<file path="src/rtl/mpu_pkg.sv">
// -----------------------------------------------------------------------------
// mpu_pkg
// Shared definitions for the MPU front end: instruction word width, the word
// type used between the instruction buffer and the decoder, and the default
// instruction buffer geometry and watermark levels.
// -----------------------------------------------------------------------------
package mpu_pkg;

   // Instruction word width seen by the decoder.
   localparam int MPU_DW = 13;

   // Default instruction buffer geometry and watermarks.
   localparam int MPU_BUF_DEPTH  = 16;
   localparam int MPU_BUF_AF_LVL = MPU_BUF_DEPTH - 2;
   localparam int MPU_BUF_AE_LVL = 2;

   typedef logic [MPU_DW-1:0] instr_word_t;

endpackage : mpu_pkg

</file>
<file path="src/rtl/instr_buf_ram.sv">
// -----------------------------------------------------------------------------
// instr_buf_ram
// DEPTH x DW register array backing the instruction buffer. One synchronous
// write port, one asynchronous (combinational) read port so the head word can
// be presented first-word-fall-through. Contents clear on reset.
//
// Ports
//   clk      in   clock, rising edge
//   rst_n    in   asynchronous active-low reset, clears every entry
//   we_i     in   write enable
//   waddr_i  in   write address (AW bits)
//   wdata_i  in   write data (DW bits)
//   raddr_i  in   read address (AW bits)
//   rdata_o  out  read data (DW bits), combinational from raddr_i
// -----------------------------------------------------------------------------
module instr_buf_ram
   import mpu_pkg::*;
#(
   parameter int DW    = MPU_DW,
   parameter int DEPTH = MPU_BUF_DEPTH,
   parameter int AW    = $clog2(DEPTH)
) (
   input  logic          clk,
   input  logic          rst_n,
   input  logic          we_i,
   input  logic [AW-1:0] waddr_i,
   input  logic [DW-1:0] wdata_i,
   input  logic [AW-1:0] raddr_i,
   output logic [DW-1:0] rdata_o
);

   logic [DW-1:0] mem_q [DEPTH];

   // NOTE: the array is reset because the head word must read as zero after
   // reset; a memory without reset would leave rd_data undefined until written.
   always_ff @(posedge clk or negedge rst_n) begin
      if (!rst_n) begin
         for (int i = 0; i < DEPTH; i++) begin
            mem_q[i] <= '0;
         end
      end else if (we_i) begin
         mem_q[waddr_i] <= wdata_i;
      end
   end

   assign rdata_o = mem_q[raddr_i];

endmodule : instr_buf_ram

</file>
<file path="src/rtl/instr_buf_fifo.sv">
// -----------------------------------------------------------------------------
// instr_buf_fifo
// First-word-fall-through instruction buffer between the host and the MPU
// decoder. Provides occupancy count, almost-full/almost-empty watermarks,
// synchronous flush, sticky overflow/underflow flags, and a mark/rewind
// mechanism so the decoder can replay an instruction loop from a saved head
// position. Entries between the mark and the head stay protected from
// overwrite while the mark is held.
//
// Ports
//   clk           in   clock, rising edge
//   rst_n         in   asynchronous active-low reset
//   flush         in   synchronous clear of contents and mark
//   wr_en         in   push request
//   wr_data       in   instruction word to push
//   full          out  no free slot (counting mark-protected entries)
//   almost_full   out  occupied >= AF_LVL
//   rd_en         in   pop request
//   rd_data       out  head word, valid while empty = 0
//   empty         out  no readable entry
//   almost_empty  out  count <= AE_LVL
//   count         out  readable entries, 0..DEPTH
//   mark          in   save current head position as loop start
//   mark_clr      in   release saved position
//   rewind        in   restore read pointer to the saved position
//   mark_valid    out  a mark is held
//   ovf           out  sticky: write attempted while full
//   udf           out  sticky: read while empty, or rewind without mark
//   err_clr       in   clear ovf/udf
// -----------------------------------------------------------------------------
module instr_buf_fifo
   import mpu_pkg::*;
#(
   parameter int DW     = MPU_DW,
   parameter int DEPTH  = MPU_BUF_DEPTH,
   parameter int AF_LVL = DEPTH - 2,
   parameter int AE_LVL = MPU_BUF_AE_LVL
) (
   input  logic                      clk,
   input  logic                      rst_n,
   input  logic                      flush,
   input  logic                      wr_en,
   input  logic [DW-1:0]             wr_data,
   output logic                      full,
   output logic                      almost_full,
   input  logic                      rd_en,
   output logic [DW-1:0]             rd_data,
   output logic                      empty,
   output logic                      almost_empty,
   output logic [$clog2(DEPTH):0]    count,
   input  logic                      mark,
   input  logic                      mark_clr,
   input  logic                      rewind,
   output logic                      mark_valid,
   output logic                      ovf,
   output logic                      udf,
   input  logic                      err_clr
);

   localparam int AW = $clog2(DEPTH);

   // Thresholds sized to the pointer width so all comparisons are width-matched.
   localparam logic [AW:0] DEPTH_W = (AW+1)'(DEPTH);
   localparam logic [AW:0] AF_W    = (AW+1)'(AF_LVL);
   localparam logic [AW:0] AE_W    = (AW+1)'(AE_LVL);
   localparam logic [AW:0] PTR_ONE = (AW+1)'(1);

   // Pointers carry one extra wrap bit so full (difference == DEPTH) and
   // empty (difference == 0) are distinguishable.
   logic [AW:0] wr_ptr_q, wr_ptr_d;
   logic [AW:0] rd_ptr_q, rd_ptr_d;
   logic [AW:0] mark_ptr_q, mark_ptr_d;
   logic        mark_valid_q, mark_valid_d;
   logic        ovf_q, ovf_d;
   logic        udf_q, udf_d;

   logic [AW:0] base_ptr;
   logic [AW:0] occupied;
   logic [AW:0] rd_count;
   logic        full_w;
   logic        empty_w;
   logic        wr_accept;

   // ---------------------------------------------------------------------------
   // Flags and count: purely from registered pointers, never from requests.
   // While a mark is held the oldest protected entry is at the mark, so the
   // free-space calculation starts there instead of at the head.
   // ---------------------------------------------------------------------------
   assign base_ptr = mark_valid_q ? mark_ptr_q : rd_ptr_q;
   assign occupied = wr_ptr_q - base_ptr;
   assign rd_count = wr_ptr_q - rd_ptr_q;
   assign full_w   = (occupied == DEPTH_W);
   assign empty_w  = (rd_count == '0);

   assign full         = full_w;
   assign almost_full  = (occupied >= AF_W);
   assign empty        = empty_w;
   assign almost_empty = (rd_count <= AE_W);
   assign count        = rd_count;
   assign mark_valid   = mark_valid_q;
   assign ovf          = ovf_q;
   assign udf          = udf_q;

   // Flush blocks the write so a word pushed alongside flush is not kept.
   assign wr_accept = wr_en && !full_w && !flush;

   // ---------------------------------------------------------------------------
   // Next-state logic.
   // Priority: flush > rewind > (mark_clr then mark) > rd_en. Writes run
   // alongside read/mark operations.
   // ---------------------------------------------------------------------------
   always_comb begin
      logic ovf_set;
      logic udf_set;

      // NOTE: every variable assigned here gets a default first so no path
      // leaves one unassigned, which would otherwise infer a latch.
      wr_ptr_d     = wr_ptr_q;
      rd_ptr_d     = rd_ptr_q;
      mark_ptr_d   = mark_ptr_q;
      mark_valid_d = mark_valid_q;
      ovf_set      = 1'b0;
      udf_set      = 1'b0;

      if (flush) begin
         // Errors raised alongside a flush are deliberately not flagged.
         wr_ptr_d     = '0;
         rd_ptr_d     = '0;
         mark_ptr_d   = '0;
         mark_valid_d = 1'b0;
      end else begin
         if (wr_accept) begin
            wr_ptr_d = wr_ptr_q + PTR_ONE;
         end else if (wr_en) begin
            ovf_set = 1'b1;
         end

         if (rewind) begin
            // A rewind cycle ignores rd_en, mark and mark_clr; the mark stays held.
            if (mark_valid_q) begin
               rd_ptr_d = mark_ptr_q;
            end else begin
               udf_set = 1'b1;
            end
         end else begin
            if (mark_clr) begin
               mark_valid_d = 1'b0;
            end
            // Mark captures the pre-pop head so the current word is the loop start.
            if (mark) begin
               mark_ptr_d   = rd_ptr_q;
               mark_valid_d = 1'b1;
            end
            if (rd_en) begin
               if (!empty_w) begin
                  rd_ptr_d = rd_ptr_q + PTR_ONE;
               end else begin
                  udf_set = 1'b1;
               end
            end
         end
      end

      // A new error in the clearing cycle wins over err_clr.
      ovf_d = ovf_set || (ovf_q && !err_clr);
      udf_d = udf_set || (udf_q && !err_clr);
   end

   // NOTE: sequential state uses non-blocking assignments so every register
   // samples the pre-edge values regardless of statement order.
   always_ff @(posedge clk or negedge rst_n) begin
      if (!rst_n) begin
         wr_ptr_q     <= '0;
         rd_ptr_q     <= '0;
         mark_ptr_q   <= '0;
         mark_valid_q <= 1'b0;
         ovf_q        <= 1'b0;
         udf_q        <= 1'b0;
      end else begin
         wr_ptr_q     <= wr_ptr_d;
         rd_ptr_q     <= rd_ptr_d;
         mark_ptr_q   <= mark_ptr_d;
         mark_valid_q <= mark_valid_d;
         ovf_q        <= ovf_d;
         udf_q        <= udf_d;
      end
   end

   // ---------------------------------------------------------------------------
   // Storage: written at the write pointer, read combinationally at the head.
   // ---------------------------------------------------------------------------
   instr_buf_ram #(
      .DW    (DW),
      .DEPTH (DEPTH),
      .AW    (AW)
   ) u_ram (
      .clk     (clk),
      .rst_n   (rst_n),
      .we_i    (wr_accept),
      .waddr_i (wr_ptr_q[AW-1:0]),
      .wdata_i (wr_data),
      .raddr_i (rd_ptr_q[AW-1:0]),
      .rdata_o (rd_data)
   );

endmodule : instr_buf_fifo

</file>
<file path="config.mk">
export PLATFORM = sky130hd
export DESIGN_NAME = instr_buf_fifo
export DESIGN_NICKNAME = d
export VERILOG_FILES = /design/src/rtl/mpu_pkg.sv /design/src/rtl/instr_buf_ram.sv /design/src/rtl/instr_buf_fifo.sv
export SDC_FILE = /design/constraint.sdc
export NUM_CORES = 1
export LEC_CHECK = 0
export ABC_AREA = 1
export CORE_UTILIZATION = 40
export CTS_BUF_LIST = sky130_fd_sc_hd__clkbuf_16
export DETAILED_ROUTE_END_ITERATION = 8
export PLACE_DENSITY = 0.62
export SYNTH_ARGS = -nofsm -noshare
export SYNTH_HDL_FRONTEND = slang
export SYNTH_SLANG_ARGS = --single-unit
</file>
<file path="constraint.sdc">
create_clock -name clk -period 3.7 [get_ports clk]
set_input_delay 0.37 -clock clk [delete_from_list [all_inputs] [get_ports clk]]
set_output_delay 0.37 -clock clk [all_outputs]
set_load 0.05 [all_outputs]
</file>
---- Yosys cells after proc, flatten, opt, wreduce, memory -nomap -nowiden ----
Index checks and enable logic that the tools add are counted.
cells by class
  add/subtract/negate cells ............... 4
  $lt $le $gt $ge ......................... 5
  equality and inequality tests ........... 3
  muxes and demuxes ....................... 28
  bitwise operators ....................... 2
  reduce and logical (&&, ||, !) cells .... 18
operators with widths
  operator                                                                          count
  208-bit bitwise mux                                                               1
  13-bit binary-select mux with 4-bit select                                        1
  13-bit demux with 4-bit select                                                    1
  5-bit 2-to-1 mux                                                                  10
  13-bit 2-to-1 mux                                                                 3
  1-bit 2-to-1 mux                                                                  12
  5-bit by 1-bit adder with 5-bit output, second input constant                     2
  5-bit >= comparator, second input constant                                        2
  4-bit inverter with 5-bit output                                                  2
  5-bit subtractor                                                                  2
  2-bit AND reduction                                                               3
  3-bit nonzero test                                                                2
  5-bit equality test, second input constant                                        1
  5-bit by 4-bit >= comparator with 1-bit output, second input constant             1
  5-bit by 2-bit less-or-equal comparator with 1-bit output, second input constant  1
  1-bit logical AND                                                                 5
  5-bit zero test                                                                   1
  5-bit by 1-bit less-than comparator with 1-bit output, second input constant      1
  2-bit nonzero test                                                                2
  1-bit zero test                                                                   3
  3-bit by 2-bit inequality test with 1-bit output, second input constant           1
  1-bit logical OR                                                                  2
  2-bit inequality test, second input constant                                      1
word-level totals
  bits in registers ....................... 226
  bits of input ports ..................... 22
  output and inout port bits .............. 25
  logic and storage cells ................. 82

---- Longest topological paths before layout ----
  depth after elaboration ................. 9
  mapped depth ............................ 19

---- By module ----
A second synthesis with hierarchy kept.
unflattened totals
  cell total of the unflattened synthesis .. 1533
  area, all modules ....................... 11461.0 µm²
by module, submodules not included
  module          times used  cells each  area each (µm²)  seq. area each (µm²)
  instr_buf_ram   1           1342        10043.4          5205.0
  instr_buf_fifo  1           191         1417.6           450.4

---- Worst setup path before layout ----
Ideal clock, no wire load.
  path type ............................... reg2reg
  start point ............................. register rd_ptr_q[0]
  end point ............................... register u_ram.mem_q[171] in the netlist's numbering
  library setup time ...................... 0.117 ns
  arrival time ............................ 2.936 ns
  required time ........................... 3.583 ns
  path slack .............................. 0.648 ns
  stages on the path, launching flop included .. 18
  cell sequence ........................... dfrtp_1 > buf_2 > clkinv_1 > buf_2 > o21ai_0 > ha_1 > inv_1 > fa_1 > inv_1 > nand2_1 > nor2_1 > nand3_1 > nor2_4 > nor2_8 > buf_8 > buf_4 > nand3_1 > nand2_1
between the ends
  word-level cells in the longest chain between the ends .. 6
RTL lines
  item                             line                   RTL
  start: declaration               instr_buf_fifo.sv:71   logic [AW:0] rd_ptr_q, rd_ptr_d;
  start signal: assignment         instr_buf_fifo.sv:181  rd_ptr_q <= rd_ptr_d;
  5-bit 2-to-1 mux                 --
  5-bit subtractor                 instr_buf_fifo.sv:90   assign occupied = wr_ptr_q - base_ptr;
  5-bit equality test              instr_buf_fifo.sv:92   assign full_w = (occupied == DEPTH_W);
  via full                         instr_buf_fifo.sv:44   output logic full,
  1-bit zero test                  instr_buf_fifo.sv:105  assign wr_accept = wr_en && !full_w && !flush;
  1-bit logical AND (2 in series)  instr_buf_fifo.sv:105
  end signal: indexed assignment   instr_buf_ram.sv:42    mem_q[waddr_i] <= wdata_i;
  end: declaration                 instr_buf_ram.sv:32    logic [DW-1:0] mem_q [DEPTH];
The timed path passes the listed nets, and every way through them passes these cells.
A chain may end at the register's enable or synchronous reset.

---- Worst setup path after layout ----
  start point ............................. register rd_ptr_q[0]
  end point ............................... output port rd_data[3]
between the ends
  word-level cells in the longest chain between the ends .. 4
RTL lines
  item                                                    line                  RTL
  4-bit inverter with 5-bit output (implied by the code)  instr_buf_ram.sv:46   assign rdata_o = mem_q[raddr_i];
  13-bit binary-select mux with 4-bit select              instr_buf_ram.sv:46
  13-bit 2-to-1 mux (implied by the code) (2 in series)   instr_buf_ram.sv:46
  end: declaration                                        instr_buf_fifo.sv:47  output logic [DW-1:0] rd_data,
Every way passes these cells. The select of a mux whose other input is x is not followed.

==> flow_results.org <==
** Timing
- # setup viols final :: 0
- Fmax :: 0.280 GHz
- Worst-margin pin slew :: 1.03 ns
- Number of hold-slack violations in the final timing report :: 0
- Minimum clock period :: 3.57 ns
- Setup slack of the critical path after layout :: roughly 0.13 ns
- Across the routed clock network, the largest skew measured is roughly 0.0076 ns.
- Of the available clock period, the critical path in the final layout requires 96.4%.
- RSZ-0062 raised after global routing :: true
- The count of final max-slew check failures is 0.
- Measured against its own limit, the worst slew margin works out to 31.2%.
- Setup total negative slack on the finished layout was measured at 0 ns.

** Logic synthesis
- Fraction of synthesis flops using an asynchronous set or reset pin :: 100%
- Synth Warn # :: 0
- Synthesis inferred around 230 register bits.
- Summing every instance area after synthesis gives 0.0118 mm2.
- Number of distinct library cells after synthesis :: 30
- Part of the Yosys area used for sequential elements :: between 40% and 50%
- Most frequently used flop master after synthesis :: sky130_fd_sc_hd__dfrtp_1
- In this run, synthesis inferred 0 flip-flops with an integrated enable.
- The average instance in the mapped netlist occupies about 7.7 um2.
- Instance count of the mapped netlist :: about 1500
- Counting every net in the synthesized netlist gives about 1600.

** GRT
- The first global-routing pass estimated 61900 um of wire.
- Global-route usage over all layers :: 25.9%
- The initial antenna violation count is 0.
- Maximum number of pins on one net before global-route repair :: between 100 and 150
- Sum of overflow across all layers after global routing :: 0
- The via count of the first global-routing pass is ~11000.

** Route
- In the routed layout, each cell is associated on average with a via count of 5.79.
- Once detail routing completed, the nets flagged for antenna violations numbered 0.
- DR WL/cell :: 20.2 um
- Initial DRT Pass Iterations :: 6
- DRC marker count from the first detailed-route iteration :: 1217
- Vias :: 11100
- Wires add up to 38800 um.
- Remaining DRCs :: 0

** Setup path
- For this design, the slowest cell found on the critical path is sky130_fd_sc_hd__buf_4.
- The cell that appears most often on the critical path is sky130_fd_sc_hd__buf_4.
- Along the worst path, the maximum fanout reaches 64.
- Kind of capture point of the worst setup path :: primary output
- Data required, critical path :: 3.33 ns
- Worst path max stage delay :: 0.53 ns
- At the worst endpoint, the arrival time is 3.20 ns.
- Crit path max-delay family :: buffers and inverters
- The critical path goes through buf_6 > buf_4 > o21ai_0 > o22ai_1 > o211ai_1 > nand3_1 > buf_4.
- The critical path is of the reg2out type.
- The critical path contains buffers and inverters numbering 3 combined.
- The worst setup path is launched from a flop.

** Die
- Floorplan die height :: 174 um
- From left edge to right edge, the die measures 174 um.
- For this configuration, the core starts out at a cell density of 40.9%.
- Count of standard-cell rows :: 62
- Area of the core :: 0.0289 mm2
- During I/O placement, the number of pins put on the boundary was 47.
- The die covers approximately 0.030 mm2.

** Finish
- After filler insertion, the fill cell instance count of the layout stands at around 2900.
- Area Overhead vs Synth :: 11.9%
- Fraction of layout cells with a size suffix above 1 :: under 10%
- For this run, the post-layout net count is ~1600.
- The repair_antennas step left the layout with diodes totalling 0.

** Placement
- In this run the tool buffered the top-level ports with 46 buffer cells.
- At the placement stage, the worst setup path has a slack of just over 0.3 ns.
- Final weighted congestion of routability-driven global placement :: 0.862
- Post-detail-place hpwl :: 23600 um

** CTS
- After clock tree synthesis, the clock-pin slew on the worst setup and hold paths is 0.06 ns.
- CTS tree :: yes
- Clock tree synthesis inserted a total of 25 buffers.
- The clock net in this run drives a total of 226 sinks.
- CTS built an H-tree with a depth of 1.
- The longest clock path from root to sink contains 3 buffers.
- # Post-CTS Setup Buffers :: 0
- The root buffer cell chosen for the clock tree is sky130_fd_sc_hd__clkbuf_16.
- Clock latency of the later-clocked register in the worst-skew pair :: about 0.53 ns

** Min path
- Min-Delay Path Class :: in2reg

** Power and ir drop
- VDD sags by at most 0.389 mV.
- In this run the static leakage power is 6.79 nW.
- PnR Total Power :: 0.00789 W
- Dividing total power by cell area gives a power density of 595 mW/mm2.

** Run
- Across the run, the number of max-cap violations was 0.

** Run status
- Status :: complete, no violations
==> flip-flops by register name, summed over array words and instances, names as in the netlist <==
signal,flops
udf,1
mark_ptr_q,5
wr_ptr_q,5
rd_ptr_q,5
u_ram.mem_q,208
mark_valid,1
ovf,1
==> cells in the mapped netlist, drive strengths merged, types with 4 or more instances <==
master,number,share of area (%)
nor2,133,4.4
xor2,4,0.30
nand2,517,17
nand3,158,6.7
nand4,113,6.0
o21ai,118,5.0
o211ai,6,0.38
clkbuf,61,1.9
ha,13,1.4
inv,41,1.3
buf,76,3.8
o22ai,38,2.0
dfrtp,226,48
o221ai,20,1.5
a21oi,4,0.17
==> power breakdown <==
part	internal, W	switching (W)
Sequential	0.00282	0.000190
Clock	0.00130	0.00105
Combinational	0.000778	0.00175
==> metrics by stage <==
| step | area [um2] | hold WS, ns | utilization [%] | std cells |
|---|---|---|---|---|
| 3_5_place_dp | 12500 | 0.453 | 43.2 | 1872 |
| 5_1_grt | 13300 | 0.484 | 45.8 | 1919 |
| 2_1_floorplan | 11800 | 0.0744 | - | 1537 |
| 3_3_place_gp | 12500 | 0.448 | 43.2 | 1872 |
| 4_1_cts | 13300 | 0.438 | 45.8 | 1919 |
| 6_report | 13300 | 0.440 | 45.8 | 1919 |
==> final cells by class <==
cell class                 count  area [um2]  share of cell area (%)
tap                          384         480                    3.62
timing repair buffer          89         855                    6.44
inverter                      44         165                    1.25
clock buffer                  25         626                    4.72
clock inverter                21         124                   0.934
sequential                   226        5660                    42.7
multi-input combinational   1130        5350                    40.4
==> placed cells by master (no fill, tap or decap), types with 25 or more instances in the layout <==
cell | netlist | final
sky130_fd_sc_hd__nor2_1 | 130 | 129
sky130_fd_sc_hd__o21ai_0 | 118 | 118
sky130_fd_sc_hd__dfrtp_1 | 226 | 224
sky130_fd_sc_hd__buf_4 | 13 | 53
sky130_fd_sc_hd__nand3_1 | 158 | 158
sky130_fd_sc_hd__clkbuf_16 | 0 | 25
sky130_fd_sc_hd__nand4_1 | 113 | 113
sky130_fd_sc_hd__inv_1 | 37 | 39
sky130_fd_sc_hd__nand2_1 | 505 | 504
sky130_fd_sc_hd__o22ai_1 | 38 | 38
==> worst paths after layout <==
| path | start | depth (start not counted) | slack [ns] | endpoint |
|---|---|---|---|---|
| max | rd_ptr_q[0]$_DFFE_PN0P_ | 7 | 0.13 | rd_data[3] |
| min | err_clr | 4 | 0.44 | ovf$_DFF_PN0_ |
| max reg2reg | mark_valid$_DFFE_PN0P_ | 14 | 0.25 | u_ram.mem_q[201]$_DFFE_PN0P_ |
| min reg2reg | u_ram.mem_q[179]$_DFFE_PN0P_ | 2 | 0.47 | u_ram.mem_q[179]$_DFFE_PN0P_ |
| max in group asynchronous | rst_n | 3 | 2.29 | u_ram.mem_q[200]$_DFFE_PN0P_ |
| min in group asynchronous | rst_n | 2 | 0.45 | u_ram.mem_q[84]$_DFFE_PN0P_ |
==> per-layer routing <==
metal  track usage [%]  routed length (um)
met1              36.3               16500
met2              40.9               17700
met3              4.40                3380
met4              8.11                1180
met5                 0                   0
==> worst min-delay path: stages <==
cell	delay, ns
sky130_fd_sc_hd__clkdlybuf4s50_1	0.39
sky130_fd_sc_hd__inv_1	0.07
sky130_fd_sc_hd__nand2_1	0.04
sky130_fd_sc_hd__o21ai_0	0.06
==> what timing repair did <==
action / 4_1_cts / 5_1_grt
hold buffers: 1 / 0
hold endpoints to repair: 97 / 0
resized for setup: 0 / 2
endpoints found under the setup margin: 0 / 17
==> cells by family (layout without fill, tap and decap cells) <==
kind of cell / Yosys count / in the layout / synth area share, %
and+or+nand+nor: 923 / 923 / 33.9
DFF: 226 / 226 / 47.7
AOI/OAI and AO/OA: 186 / 186 / 9.02
buffers and inverters: 181 / 179 / 7.16
adders and majority gates: 15 / 15 / 1.71
xor gates and xnor gates: 6 / 6 / 0.444
No activity file was read; power rests on OpenSTA's default activity.
